<file path="src/rtl/edram_arb.sv">
// Two-requester round-robin arbiter in front of edram_ss with bounded bursts.
// Read data is steered back to the issuing requester by an RD_LAT-deep ID pipe.
module edram_arb #(
  parameter int ADDR_W    = 12,
  parameter int DATA_W    = 128,
  parameter int RD_LAT    = 1,
  parameter int MAX_BURST = 4
) (
  input  logic                clk,
  input  logic                rst_n,

  input  logic                m0_req,
  input  logic                m0_we,
  input  logic [ADDR_W-1:0]   m0_addr,
  input  logic [DATA_W-1:0]   m0_wdata,
  input  logic [DATA_W/8-1:0] m0_wbe,
  output logic                m0_gnt,
  output logic                m0_rsp_valid,
  output logic [DATA_W-1:0]   m0_rsp_data,

  input  logic                m1_req,
  input  logic                m1_we,
  input  logic [ADDR_W-1:0]   m1_addr,
  input  logic [DATA_W-1:0]   m1_wdata,
  input  logic [DATA_W/8-1:0] m1_wbe,
  output logic                m1_gnt,
  output logic                m1_rsp_valid,
  output logic [DATA_W-1:0]   m1_rsp_data,

  output logic                edram_rvalid,
  output logic [ADDR_W-1:0]   edram_raddr,
  input  logic                edram_rready,
  input  logic [DATA_W-1:0]   edram_rdata,

  output logic                edram_wvalid,
  output logic [ADDR_W-1:0]   edram_waddr,
  output logic [DATA_W-1:0]   edram_wdata,
  output logic [DATA_W/8-1:0] edram_wbe,
  input  logic                edram_wready
);

  localparam logic [3:0] MAX_B = 4'(MAX_BURST);

  logic       owner;
  logic [3:0] burst_cnt;
  logic       hold_vld;
  logic       hold_id;
  logic [1:0] id_pipe [RD_LAT];

  logic sel_any;
  logic sel;
  logic sel_we;
  logic gnt;
  logic rd_gnt;

  // burst_cnt==0 means no burst in progress, so contention hands over to ~owner;
  // with owner resetting to 1 this gives m0 the first contended slot.
  always_comb begin
    sel_any = m0_req | m1_req;
    sel     = m1_req;
    if (hold_vld && (hold_id ? m1_req : m0_req))
      sel = hold_id;
    else if (m0_req && m1_req)
      sel = (burst_cnt != 4'd0 && burst_cnt < MAX_B) ? owner : ~owner;
    sel_we = sel ? m1_we : m0_we;
    gnt    = rst_n && sel_any && (sel_we ? edram_wready : edram_rready);
    rd_gnt = gnt && !sel_we;
  end

  assign m0_gnt       = gnt && !sel;
  assign m1_gnt       = gnt && sel;

  assign edram_rvalid = rst_n && sel_any && !sel_we;
  assign edram_wvalid = rst_n && sel_any && sel_we;
  assign edram_raddr  = sel ? m1_addr  : m0_addr;
  assign edram_waddr  = sel ? m1_addr  : m0_addr;
  assign edram_wdata  = sel ? m1_wdata : m0_wdata;
  assign edram_wbe    = sel ? m1_wbe   : m0_wbe;

  assign m0_rsp_valid = id_pipe[RD_LAT-1][0];
  assign m1_rsp_valid = id_pipe[RD_LAT-1][1];
  assign m0_rsp_data  = edram_rdata;
  assign m1_rsp_data  = edram_rdata;

  // hold_* pins a stalled selection so a late-arriving requester cannot steal it
  always_ff @(posedge clk or negedge rst_n) begin
    if (!rst_n) begin
      owner     <= 1'b1;
      burst_cnt <= 4'd0;
      hold_vld  <= 1'b0;
      hold_id   <= 1'b0;
    end else if (gnt) begin
      if (sel == owner)
        burst_cnt <= (burst_cnt == 4'hF) ? burst_cnt : burst_cnt + 4'd1;
      else
        burst_cnt <= 4'd1;
      owner    <= sel;
      hold_vld <= 1'b0;
    end else if (!sel_any) begin
      burst_cnt <= 4'd0;
      hold_vld  <= 1'b0;
    end else begin
      hold_vld <= 1'b1;
      hold_id  <= sel;
    end
  end

  always_ff @(posedge clk or negedge rst_n) begin
    if (!rst_n) begin
      for (int k = 0; k < RD_LAT; k++) id_pipe[k] <= 2'b00;
    end else begin
      id_pipe[0] <= {rd_gnt & sel, rd_gnt & ~sel};
      for (int k = 1; k < RD_LAT; k++) id_pipe[k] <= id_pipe[k-1];
    end
  end

endmodule
</file>
<file path="config.mk">
export PLATFORM = sky130hd
export DESIGN_NAME = edram_arb
export DESIGN_NICKNAME = d
export VERILOG_FILES = /design/src/rtl/edram_arb.sv
export SDC_FILE = /design/constraint.sdc
export NUM_CORES = 1
export LEC_CHECK = 0
export ABC_AREA = 1
export BUFFER_PORTS_ARGS = -buffer_cell sky130_fd_sc_hd__buf_2
export CORE_AREA = 3 3 337 339
export CTS_CLUSTER_DIAMETER = 50
export CTS_CLUSTER_SIZE = 8
export DETAILED_ROUTE_END_ITERATION = 8
export DIE_AREA = 0 0 340 342
export SLEW_MARGIN = 20
export SYNTH_ARGS = -nofsm -noshare
export SYNTH_HDL_FRONTEND = slang
export SYNTH_SLANG_ARGS = --single-unit
</file>
<file path="constraint.sdc">
create_clock -name clk -period 5.15 [get_ports clk]
set_input_delay 0.2575 -clock clk [delete_from_list [all_inputs] [get_ports clk]]
set_output_delay 0.2575 -clock clk [all_outputs]
set_load 0.005 [all_outputs]
</file>
==> results of run 1 <==
cells in the mapped netlist:
master / n
nand2_1: 485
buf_4: 268
buf_2: 27
inv_1: 11
nand3_1: 10
dfrtp_1: 8
clkbuf_1: 7
nor2_1: 7
nand2_2: 4
a21oi_1: 3
ha_1: 2
inv_2: 2
nand2_4: 2
o21ai_1: 2
xor2_1: 2
a21boi_1: 1
and3_1: 1
dfstp_2: 1
nand3_2: 1
nand3_4: 1
nand3b_1: 1
nand4_1: 1
nand4_2: 1
o21ai_0: 1
o21ai_4: 1
through the flow:
step,hold slack (ps),std cells
after detailed placement,122,2532
after CTS,339,2537
after floorplan,-38.1,850
final,339,2547
after global routing,366,2540
after global placement,115,2532
flip-flops by register name, indices dropped and copies added, names as in the netlist:
signal and count:
owner 1, burst_cnt 4, hold_id 1, hold_vld 1
id_pipe 2
kinds of logic (layout without fill, tap and decap cells):
group | count (synthesis) | in the layout | share of synthesized area
AND/OR/NAND/NOR | 514 | 514 | 0.441
buffers and inverters | 315 | 514 | 0.488
flip-flops | 9 | 9 | 0.0498
AO/OA/AOI/OAI | 8 | 8 | 0.0118
adder cells (fa/ha/maj) | 2 | 2 | 0.00550
XOR/XNOR | 2 | 2 | 0.00385
other | 0 | 10 | 0
per-layer routing:
layer	wire length (um)	vias up	global-route usage	share of wire
met1	19900	2403	0.0969	0.29
met4	2270	4	0.0187	0.033
met5	31	-	0	0.00045
met2	28400	821	0.170	0.42
met3	17700	188	0.124	0.26
li1	-	2675	-	-
report_power, final:
part	internal (mW)	switching, mW	total, mW	leakage [nW]
Clock	0.103	0.0299	0.133	0.0382
Sequential	0.0792	0.00438	0.0836	0.116
Combinational	0.289	0.486	0.774	3.60
final cells by class:
type | instances | area (um2)
antenna | 10 | 25.0
timing repair buffer | 497 | 2510
fill | 13300 | 104000
multi-input combinational | 526 | 2110
inverter | 13 | 56.3
clock buffer | 4 | 78.8
sequential | 9 | 226
tap | 1488 | 1860
timing repair:
item / in CTS / in global routing
hold buffers: 1 / 0
hold endpoints to repair: 8 / 0
resized for setup: 0 / 0
worst max-delay path, stage by stage (launching register included):
cell	delay (ps)
dfrtp_1	380
inv_1	70
ha_1	190
inv_1	70
nand2_1	60
nand2_1	60
nand3_1	70
nand2_2	140
nand2_8	250
inv_8	630
buf_4	430
nand2_1	110
nand2_1	90
buf_2	120
worst min-delay path by stage:
stage	endpoint	cells past startpoint
final	id_pipe[0]	3
after global routing	id_pipe[0]	3
after CTS	id_pipe[0]	3
after detailed placement	id_pipe[0]	1
after global placement	id_pipe[0]	1
after floorplan	burst_cnt[0]	0
==> impl_metrics.tcl, run 1 <==
set metrics [dict create \
    worst_pin_slew_ps 779 \
    clockBufferDepth 2 \
    grt_max_degree 113 \
    crit_arrival_ps 2990 \
    drive_gt1_frac 0.488 \
    synth_top_area_cell "buf_4" \
    skew_ps 1.72 \
    gp_congestion 0.752 \
    wire_per_inst_um 26.8 \
    core_area_um2 111000 \
    fin_crit_sh 0.630 \
    ant_nets 0 \
    synthDistinctLibCells 25 \
    p_leak_nw 3.76 \
    startpoint "burst_cnt[0]" \
    finalCriticalPeriod_ps 3240 \
    worstSetupEndpoint "edram_waddr[7]" \
    grt_overflow_total 0 \
    setup_viol_count_final 0 \
    areaGrowthSynthToFinish_pct 51.0 \
    peakVddDrop_v 0.0000926 \
    fin_nets 1500 \
    vias 6091 \
    power_uw 991 \
    yosys_warnings 0 \
    reg2reg_to "burst_cnt[3]" \
    clock_latency_ps 230 \
    clk_pin_slew_ps 40 \
    crit_path_end_kind "output port" \
    start_util 0.0411 \
    r2r-start "burst_cnt[0]" \
    hold_class "in -> reg" \
    drc 0 \
    antenna_found_initial 90 \
    grt_pass1_wl_um 78800 \
    tns_ps 0 \
    cts_root_buf "clkbuf_16" \
    cts_tree "done" \
    worst_slack_ps 1910 \
    timing.fmax_mhz 308 \
    fp.dieW_um 340 \
    crit_type "reg -> out" \
    synthTopCellsByArea "buf_4, nand2_1, dfrtp_1" \
    syn-cell-area_um2 4550 \
    pre_cts_ws_ps 2100 \
    max-cap-violations 0 \
    hold_violations 0 \
    grt_usage 0.110 \
    r2r_cells 15 \
    min_from "edram_rready" \
    crit_fanout 112 \
    syn_area_per_cell_um2 5.35 \
    maxSlewViolCount 0 \
    cts_made_buffers 3 \
    hpwlAfterDp_um 64200 \
    layout_commonest_cell "buf_2" \
    htreeDepth 1 \
    postCtsSetupBuffers 0 \
    placed_cell_area_um2 6760 \
    rrSetupSlack_ps 2370 \
    ios 878 \
    start_kind "register" \
    postSynthCellCount 850 \
    grt_pass1_vias 5545 \
    maxSlewHeadroom 0.481 \
    worstPathRequired_ps 4890 \
    synth_nets 1300 \
    fin_area_um2 6870 \
    fp-row-count 122 \
    yosysTopAreaCellShare 0.442 \
    power_density_nw_per_um2 144 \
    drt_iter0_drc 218 \
    numClockSinks 9 \
    status "finished clean" \
    layout_common_cells "buf_2, nand2_1, inv_1" \
    die_h_um 342 \
    vias_per_cell 2.39 \
    die-area_um2 116000 \
    routed_wl_um 68300 \
    utilization 0.0621 \
    port_buffers 493 \
    drtPass1Iterations 4 \
    seq_area_frac_synth 0.0498 \
    ys_ff_latch 9 \
    rsz0062_at_grt "no" \
]
Power figures use the tool's default switching activity.
==> inputs of run 2 (changes only) <==
--- a/config.mk
+++ b/config.mk
@@ -7,11 +7,11 @@
 export LEC_CHECK = 0
 export ABC_AREA = 1
 export BUFFER_PORTS_ARGS = -buffer_cell sky130_fd_sc_hd__buf_2
-export CORE_AREA = 3 3 337 339
+export CORE_AREA = 3 3 339 341
 export CTS_CLUSTER_DIAMETER = 50
 export CTS_CLUSTER_SIZE = 8
 export DETAILED_ROUTE_END_ITERATION = 8
-export DIE_AREA = 0 0 340 342
+export DIE_AREA = 0 0 342 344
 export SLEW_MARGIN = 20
 export SYNTH_ARGS = -nofsm -noshare
 export SYNTH_HDL_FRONTEND = slang
==> constraint.sdc (replaced) <==
create_clock -name clk -period 2.8 [get_ports clk]
set_input_delay 0.14 -clock clk [delete_from_list [all_inputs] [get_ports clk]]
set_output_delay 0.14 -clock clk [all_outputs]
set_load 0.005 [all_outputs]
==> run 2 against run 1 <==
  * Total power increased by 98%
  * First-iteration DRC count up 39%
  * Sequential share of layout area down 0.13 points
  * Register-to-register slack worse by 1700 ps
  * Clock power up 92%
  * Clock skew fell by 0.86 ps
  * Utilization is 0.17 points higher
==> impl_metrics.tcl, run 2 (synthesis results as in run 1) <==
set metrics [dict create \
    numClockSinks 9 \
    cts_tree "done" \
    vias_per_cell 2.46 \
    tns_ps 0 \
    power_mw 1.96 \
    final_cells 2567 \
    fp-row-count 123 \
    ios 878 \
    cts_root_buf "clkbuf_16" \
    top_register "burst_cnt" \
    htreeDepth 1 \
    antenna_found_initial 78 \
    worst_slack_ps 256 \
    grt_max_degree 54 \
    drc 0 \
    post_cts_resized 0 \
    drive_gt1_frac 0.496 \
    areaGrowthSynthToFinish_pct 57.4 \
    setup_viol_count_final 0 \
    clockBufferDepth 2 \
    gp_congestion 0.761 \
    hold_class "in -> reg" \
    max-cap-violations 0 \
    status "finished clean" \
    fin_area_um2 7160 \
    peakVddDrop_v 0.000142 \
    core_area_um2 112000 \
    fp.dieW_um 342 \
    drt_iter0_drc 304 \
    utilization 0.0638 \
    largest_reg_flops 4 \
    grt_pass1_vias 5620 \
    port_buffers 493 \
    start_kind "register" \
    p_leak_nw 3.90 \
    drtPass1Iterations 5 \
    maxSlewViolCount 0 \
    crit_arrival_ps 2400 \
    clk_pin_slew_ps 40 \
    skew_ps 0.859 \
    crit_path_end_kind "output port" \
    layout_common_cells "buf_2, nand2_1, buf_12" \
    crit_type "reg -> out" \
    hpwlAfterDp_um 67300 \
    grt_usage 0.113 \
    vias 6321 \
    routed_wl_um 70500 \
    power_density_nw_per_um2 274 \
    die-area_um2 118000 \
    die_h_um 344 \
    maxSlewHeadroom 0.808 \
    pre_cts_ws_ps 498 \
    start_util 0.0406 \
    placed_cell_area_um2 7070 \
    grt_pass1_wl_um 81000 \
    worst_pin_slew_ps 290 \
    ant_nets 0 \
    wire_per_inst_um 27.5 \
    worstPathRequired_ps 2660 \
    postCtsSetupBuffers 0 \
    timing.fmax_mhz 393 \
    fin_crit_sh 0.909 \
    placedCellCount 2560 \
    finalCriticalPeriod_ps 2540 \
    rsz0062_at_grt "no" \
    hold_violations 0 \
    nFillCells 13400 \
    cts_made_buffers 3 \
    fin_nets 1516 \
    whs_ps 226 \
    clock_latency_ps 240 \
    top_regs "burst_cnt (4), id_pipe (2)" \
    grt_overflow_total 0 \
    crit_fanout 26 \
    layout_commonest_cell "buf_2" \
]
==> run 2: cell types whose count changed in the layout (fill, tap and decap cells not counted), sizes merged <==
cell,before,now
buf,496,512
diode,10,2
==> run 2: cell type report <==
type,count,area (um2),share of cell area
diodes,2,5.00,0.000699
clock buffers,4,78.8,0.0110
inverters,13,56.3,0.00786
multi-input cells,526,2110,0.295
flip-flops and latches,9,226,0.0316
well taps,1500,1880,0.262
repair buffers,513,2810,0.392
==> run 2: critical path, stage by stage, from the launching register on <==
cell and delay (ps):
dfrtp_1 390, inv_1 70, ha_1 190, inv_1 60, nand2_1 50, nand2_1 60
nand3_1 80, nand2_2 130, nand2_8 180, inv_8 110, buf_12 180, buf_12 170
nand2_1 180, nand2_1 120, buf_2 130
==> run 2: timing repair <==
item / in CTS / in global routing
hold buffers: 1 / 0
setup endpoints to repair: 0 / 0
endpoints found under the hold margin: 8 / 0
==> run 2: power by group <==
group	total (mW)	internal, mW	switching, mW
Clock	0.256	0.191	0.0650
Combinational	1.55	0.626	0.922
Sequential	0.156	0.146	0.0100
Total	1.96	0.962	0.997
==> run 2: worst paths after layout <==
check	startpoint	end	slack, ps	cells past startpoint
worst max-delay path	burst_cnt[0]	edram_raddr[9]	260	14
worst min-delay path	edram_rready	id_pipe[1]	230	3
worst max register to register	burst_cnt[0]	burst_cnt[3]	710	16
worst min register to register	hold_id	hold_id	520	2
max in group asynchronous	rst_n	owner	2160	2
min in group asynchronous	rst_n	id_pipe[1]	370	2
==> run 2: metal layers <==
layer / share of wire / GRT usage
met4: 0.025 / 0.0143
met2: 0.43 / 0.175
met1: 0.31 / 0.104
met5: 0.00052 / 0
met3: 0.24 / 0.121
